$ cat src/rtl/filter_capture_buffer_pkg.sv
// Shared types and defaults for the filter output capture buffer.
package filter_capture_pkg;

  localparam int DATA_W_DEF = 16;
  localparam int NUM_SAMPLES_DEF = 250;
  localparam int ADDR_W_DEF = 8;
  localparam int SUM_W_DEF = 24;

  typedef enum logic [1:0] {
    IDLE,
    CAPTURE,
    HOLD,
    READ
  } cap_state_t;

  // Sign-extend the low w bits of d to 64 bits.
  function automatic logic [63:0] sext64(
    input logic [63:0] d,
    input int unsigned w
  );
    logic signed [63:0] t;
    t = $signed(d << (64 - w));
    return t >>> (64 - w);
  endfunction

endpackage

$ cat src/rtl/filter_capture_buffer_if.sv
// Readout valid/ready port of the capture buffer.
interface filter_capture_buffer_if
  import filter_capture_pkg::*;
#(
  parameter int DATA_W = DATA_W_DEF
);

  logic              rd_valid;
  logic              rd_ready;
  logic [DATA_W-1:0] rd_data;
  logic              rd_last;

  modport master (
    output rd_valid,
    output rd_data,
    output rd_last,
    input  rd_ready
  );

  modport slave (
    input  rd_valid,
    input  rd_data,
    input  rd_last,
    output rd_ready
  );

endinterface

$ cat src/rtl/capture_ram.sv
// Register array: one synchronous write port, one async read port.
module capture_ram
  import filter_capture_pkg::*;
#(
  parameter int DATA_W = DATA_W_DEF,
  parameter int DEPTH  = NUM_SAMPLES_DEF,
  parameter int ADDR_W = ADDR_W_DEF
) (
  input  logic              clk,
  input  logic              wr_en,
  input  logic [ADDR_W-1:0] wr_addr,
  input  logic [DATA_W-1:0] wr_data,
  input  logic [ADDR_W-1:0] rd_addr,
  output logic [DATA_W-1:0] rd_data
);

  logic [DATA_W-1:0] mem [DEPTH];

  always_ff @(posedge clk) begin
    if (wr_en) mem[wr_addr] <= wr_data;
  end

  assign rd_data = mem[rd_addr];

endmodule

$ cat src/rtl/filter_capture_buffer.sv
// Captures NUM_SAMPLES filter outputs and streams them back in order.
module filter_capture_buffer
  import filter_capture_pkg::*;
#(
  parameter int DATA_W      = DATA_W_DEF,
  parameter int NUM_SAMPLES = NUM_SAMPLES_DEF,
  parameter int ADDR_W      = ADDR_W_DEF,
  parameter int SUM_W       = SUM_W_DEF
) (
  input  logic              clk,
  input  logic              resetn,
  input  logic              arm,
  input  logic              clk_enable,
  input  logic [DATA_W-1:0] Output1,
  output logic              capture_done,
  output logic [ADDR_W-1:0] sample_count,
  output logic [SUM_W-1:0]  checksum,
  output logic              overflow,
  input  logic              start_read,
  filter_capture_buffer_if.master rd
);

  localparam logic [ADDR_W-1:0] LAST =
    ADDR_W'(NUM_SAMPLES - 1);
  localparam logic [ADDR_W-1:0] COUNT =
    ADDR_W'(NUM_SAMPLES);

  cap_state_t        state;
  logic [ADDR_W-1:0] wr_addr;
  logic [ADDR_W-1:0] rd_addr;
  logic [DATA_W-1:0] ram_q;
  logic              wr_en;

  // The write pointer is always equal to the count.
  assign wr_addr = sample_count;
  assign wr_en   = (state == CAPTURE) && clk_enable && !arm;

  capture_ram #(
    .DATA_W (DATA_W),
    .DEPTH  (NUM_SAMPLES),
    .ADDR_W (ADDR_W)
  ) u_ram (
    .clk     (clk),
    .wr_en   (wr_en),
    .wr_addr (wr_addr),
    .wr_data (Output1),
    .rd_addr (rd_addr),
    .rd_data (ram_q)
  );

  always_ff @(posedge clk or negedge resetn) begin
    if (!resetn) begin
      state        <= IDLE;
      capture_done <= 1'b0;
      sample_count <= '0;
      checksum     <= '0;
      overflow     <= 1'b0;
      rd_addr      <= '0;
      rd.rd_valid  <= 1'b0;
      rd.rd_data   <= '0;
      rd.rd_last   <= 1'b0;
    end else if (arm) begin
      // arm restarts from any state and wins over everything
      state        <= CAPTURE;
      capture_done <= 1'b0;
      sample_count <= '0;
      checksum     <= '0;
      overflow     <= 1'b0;
      rd.rd_valid  <= 1'b0;
      rd.rd_last   <= 1'b0;
    end else begin
      unique case (state)
        IDLE: ;
        CAPTURE: begin
          if (clk_enable) begin
            sample_count <= sample_count + 1'b1;
            checksum <= checksum +
              SUM_W'(sext64(64'(Output1), DATA_W));
            if (sample_count == LAST) begin
              state        <= HOLD;
              capture_done <= 1'b1;
            end
          end
        end
        HOLD: begin
          if (clk_enable) overflow <= 1'b1;
          if (start_read) begin
            state   <= READ;
            rd_addr <= '0;
          end
        end
        READ: begin
          if (clk_enable) overflow <= 1'b1;
          if (rd.rd_valid && rd.rd_ready && rd.rd_last) begin
            state       <= HOLD;
            rd.rd_valid <= 1'b0;
            rd.rd_last  <= 1'b0;
          end else if (!rd.rd_valid || rd.rd_ready) begin
            rd.rd_valid <= rd_addr < COUNT;
            if (rd_addr < COUNT) begin
              rd.rd_data <= ram_q;
              rd.rd_last <= rd_addr == LAST;
              rd_addr    <= rd_addr + 1'b1;
            end
          end
        end
        default: ;
      endcase
    end
  end

endmodule

$ cat src/flat_wrapper.sv
// flat-port wrapper written by rule: the top's interface ports become plain ports
module filter_capture_buffer_flat import filter_capture_pkg::*;
#(
  parameter int DATA_W      = DATA_W_DEF,
  parameter int NUM_SAMPLES = NUM_SAMPLES_DEF,
  parameter int ADDR_W      = ADDR_W_DEF,
  parameter int SUM_W       = SUM_W_DEF
)
  (clk, resetn, arm, clk_enable, Output1, capture_done, sample_count, checksum, overflow, start_read, rd_rd_valid, rd_rd_data, rd_rd_last, rd_rd_ready);
  filter_capture_buffer_if #(.DATA_W(DATA_W)) rd_i ();
  input  logic clk;
  input  logic resetn;
  input  logic arm;
  input  logic clk_enable;
  input  logic [DATA_W-1:0] Output1;
  output logic capture_done;
  output logic [ADDR_W-1:0] sample_count;
  output logic [SUM_W-1:0] checksum;
  output logic overflow;
  input  logic start_read;
  output wire logic [$bits(rd_i.rd_valid)-1:0] rd_rd_valid;
  output wire logic [$bits(rd_i.rd_data)-1:0] rd_rd_data;
  output wire logic [$bits(rd_i.rd_last)-1:0] rd_rd_last;
  input wire logic [$bits(rd_i.rd_ready)-1:0] rd_rd_ready;
  assign rd_rd_valid = rd_i.rd_valid;
  assign rd_rd_data = rd_i.rd_data;
  assign rd_rd_last = rd_i.rd_last;
  assign rd_i.rd_ready = rd_rd_ready;
  filter_capture_buffer #(.DATA_W(DATA_W), .NUM_SAMPLES(NUM_SAMPLES), .ADDR_W(ADDR_W), .SUM_W(SUM_W)) u_core (.clk(clk), .resetn(resetn), .arm(arm), .clk_enable(clk_enable), .Output1(Output1), .capture_done(capture_done), .sample_count(sample_count), .checksum(checksum), .overflow(overflow), .start_read(start_read), .rd(rd_i));
endmodule
$ cat config.mk
export PLATFORM = sky130hd
export DESIGN_NAME = filter_capture_buffer_flat
export DESIGN_NICKNAME = d
export VERILOG_FILES = /design/src/rtl/filter_capture_buffer_pkg.sv /design/src/rtl/filter_capture_buffer_if.sv /design/src/rtl/capture_ram.sv /design/src/rtl/filter_capture_buffer.sv /design/src/flat_wrapper.sv
export SDC_FILE = /design/constraint.sdc
export NUM_CORES = 2
export LEC_CHECK = 0
export ABC_CLOCK_PERIOD_IN_PS = 9200
export CAP_MARGIN = 20
export CORE_MARGIN = 2
export CORE_UTILIZATION = 55
export CTS_BUF_LIST = sky130_fd_sc_hd__clkbuf_16
export CTS_CLUSTER_SIZE = 14
export DETAILED_ROUTE_END_ITERATION = 12
export PLACE_DENSITY = 0.71
export SLEW_MARGIN = 0
export SYNTH_ARGS = -nofsm -noshare
export SYNTH_HDL_FRONTEND = slang
export SYNTH_SLANG_ARGS = --single-unit
$ cat constraint.sdc
create_clock -name clk -period 9.2 [get_ports clk]
set_clock_uncertainty 0.15 [all_clocks]
set_input_delay 1.38 -clock clk [delete_from_list [all_inputs] [get_ports clk]]
set_output_delay 1.38 -clock clk [all_outputs]
set_load 0.01 [all_outputs]
==> results_dict.tcl <==
set metrics [dict create \
    cellPowerDensity_nw_per_um2 243 \
    clk_latency_ns 0.94 \
    synthMuxAreaShare_pct 17.1 \
    fin_total_pwr_mw 43.1 \
    synthSimpleGateAreaFrac_pct 1.74 \
    synth_top_family_by_area "multiplexers" \
    ir_worst_vdd_mv 0.177 \
    synth_top_area_share_pct 76.3 \
    hpwl_mm 228 \
    avgSynthCellArea_um2 22.4 \
    layout_commonest_cell "edfxtp_1" \
    gp_congestion 0.879 \
    fin_crit_ns 5.00 \
    worstSetupPathType "flip-flop to flip-flop" \
    path_max_fanout 76 \
    postCtsSetupBuffers 0 \
    timing.setup.tns_ns 0 \
    clkSlewWorstSetupHoldPaths_ns 0.06 \
    drtPass1Iterations 7 \
    power.switching_mw 10.6 \
    die_h_um 539 \
    synth.distinct_cells 66 \
    cts_hold_buf 0 \
    ctsResizeCount 0 \
    cts_buffer_depth 4 \
    via_per_inst 6.71 \
    cap_violations 0 \
    syn_area_um2 157000 \
    drt-total-wl_mm 397 \
    setup_violations 0 \
    synth-seq-area-share_pct 77.3 \
    p_sw_share_pct 24.5 \
    cp.required_ns 9.93 \
    dieArea_um2 290000 \
    fin_crit_sh_pct 54.3 \
    pwr-share-clk_pct 38.0 \
    synth_xor_area_share_pct 0.117 \
    yosysWarnings 0 \
    cts_root_buffer "clkbuf_16" \
    die_x_um 539 \
    grtUsageTotal_pct 27.2 \
    synthTopCellsByArea "edfxtp_1, mux4_2, mux2i_1" \
    rows 196 \
    grt_pass1_wl_mm 565 \
    fillers 18800 \
    via_count 77700 \
    antenna_found_initial 22 \
    cts_buffers 400 \
    reg2reg_depth 8 \
    power_frac_seq_pct 47.9 \
    start_util_pct 55.2 \
    cts_tree "done" \
    hold_viol 0 \
    synth_compound_area_share_pct 2.07 \
    r2r-end "u_core.rd.rd_data[4]" \
    drc 0 \
    synth_top_cell_by_area "edfxtp_1" \
    synth_seq_cells 4062 \
    clock-sinks 4062 \
    fin_util_pct 62.2 \
    gr-total-overflow 0 \
    p_int_mw 32.5 \
    synth_fp_nets 7091 \
    rsz0062_at_grt "no" \
    drive_above_1_share_pct 26.4 \
    grt_pass1_vias 76600 \
    status "completed" \
    post-place-ws_ns 3.57 \
    critical_path_arrival_ns 5.73 \
    core_area_um2 285000 \
    crit_path_start_kind "flip-flop" \
    dr.first_iter.drc_count 12100 \
    area_growth_pct 12.6 \
    nets 7527 \
    async_reset_ff_share_pct 1.53 \
    slew_headroom_pct 17.7 \
    wire_per_inst_um 34.3 \
    synth_edf_count 4000 \
    synthCells 7036 \
    critPathCaptureType "flip-flop" \
    max_freq_mhz 200 \
    combPwrFrac_pct 14.1 \
    min_path_type "input port to async pin" \
    drv_slew 0 \
    worstMarginPinSlew_ns 1.23 \
    ant_nets 0 \
    io_buffers 73 \
    htreeDepth 5 \
    leakagePower_nw 54.3 \
    reg2reg_slack_ns 4.20 \
    most-common-layout-cells "edfxtp_1, mux4_2, clkbuf_16, buf_4, mux2i_1" \
    setup_ws_ns 4.20 \
    reg2reg_from "u_core.rd_addr[3]" \
    synthFlopType "edfxtp_1" \
    ioPinCount 74 \
    grt_start_max_net_pins 127 \
    synthAdderAreaFrac_pct 0.267 \
]
how the worst max path moves through the flow:
stage,start,end,slack (ns),cells after the start
6_report,u_core.rd_addr[3],u_core.rd.rd_data[4],4.20,8
5_1_grt,u_core.rd_addr[0],u_core.rd.rd_data[4],4.14,9
4_1_cts,u_core.rd_addr[1],u_core.rd.rd_data[1],4.18,8
3_5_place_dp,clk_enable,u_core.u_ram.mem[92][11],3.57,8
3_3_place_gp,clk_enable,u_core.u_ram.mem[92][10],3.60,8
2_1_floorplan,arm,u_core.u_ram.mem[101][0],5.27,6
stage by stage:
| stage | instances | area (µm²) | hold slack (ns) |
|---|---|---|---|
| 2_1_floorplan | 7036 | 157000 | 0.371 |
| 3_3_place_gp | 10800 | 164000 | 0.322 |
| 3_5_place_dp | 10800 | 164000 | 0.352 |
| 4_1_cts | 11600 | 177000 | 0.0784 |
| 5_1_grt | 11600 | 177000 | 0.0983 |
| 6_report | 11600 | 177000 | 0.130 |
cells by family (layout without fill, tap and decap cells):
group / after synthesis / count (layout)
xor+xnor: 21 / 21
compound gates: 483 / 483
mux: 1373 / 1373
fa+ha+maj: 33 / 33
buf+inv: 425 / 1197
simple gates: 639 / 639
flops: 4062 / 4062
other cells: 0 / 9
cell usage after synthesis, types with 5 or more instances:
cell,number
a311oi_1,18
buf_6,37
a221o_1,12
or3_1,6
o32a_1,10
buf_1,45
xnor2_1,8
dfrtp_1,62
o221ai_1,23
nand3_1,66
edfxtp_1,4000
a211o_1,12
a211oi_1,40
mux4_2,1047
nor2b_1,30
a31oi_1,33
buf_2,121
nor3_1,27
o21a_1,7
o21ai_0,34
and2_1,5
and3_1,8
mux2i_1,307
buf_4,61
nand2_1,172
xor2_1,13
o22ai_1,136
clkbuf_1,143
o211ai_1,11
mux2_2,17
a221oi_1,7
a21o_1,9
ha_1,32
inv_1,15
a21oi_1,90
nor2_1,291
nand2b_1,5
a22oi_1,14
nand4_1,13
sequential cells by signal (all words and copies together), names as in the netlist:
signal / cells
u_core.u_ram.mem: 4000
u_core.checksum: 24
u_core.rd.rd_data: 16
u_core.rd_addr: 8
u_core.sample_count: 8
u_core.state: 2
u_core.capture_done: 1
u_core.overflow: 1
u_core.rd.rd_last: 1
u_core.rd.rd_valid: 1
power by group through the flow:
stage	clock network (mW)	registers (mW)	logic, mW
after floorplan	0	20.9	4.06
after global placement	0	21.0	5.98
after detailed placement	0	21.0	6.06
after CTS	16.5	20.6	6.09
after global routing	17.2	20.6	6.37
final	16.4	20.6	6.06
critical path, stage by stage, from the launching register on:
cell and delay, ns:
dfrtp_4 0.87, buf_12 0.56, nand3_4 0.57, buf_4 0.53
a311oi_1 0.51, a221o_1 0.35, a21oi_1 0.11, a31oi_1 0.80
o32a_1 0.30
layout make-up:
cell class	count	area, µm²	share of cell area (%)
Multi-Input combinational cell	2549	33600	19.0
Antenna cell	9	22.5	0.0127
Timing Repair Buffer	442	3850	2.18
Sequential cell	4062	122000	68.7
Clock inverter	335	3100	1.75
Clock buffer	403	10100	5.69
Inverter	17	66.3	0.0374
Tap cell	3762	4710	2.66
metal layers:
layer / share of wire [%] / routed length (µm) / vias to the layer above / GRT usage (%)
li1: - / - / 30700 / -
met1: 37 / 149000 / 41500 / 38.4
met4: 4.1 / 16300 / 10 / 10.1
met2: 48 / 192000 / 4769 / 42.8
met5: 0.017 / 67 / - / 0
met3: 10 / 40100 / 715 / 5.05
(Power assumes the default switching activity.)
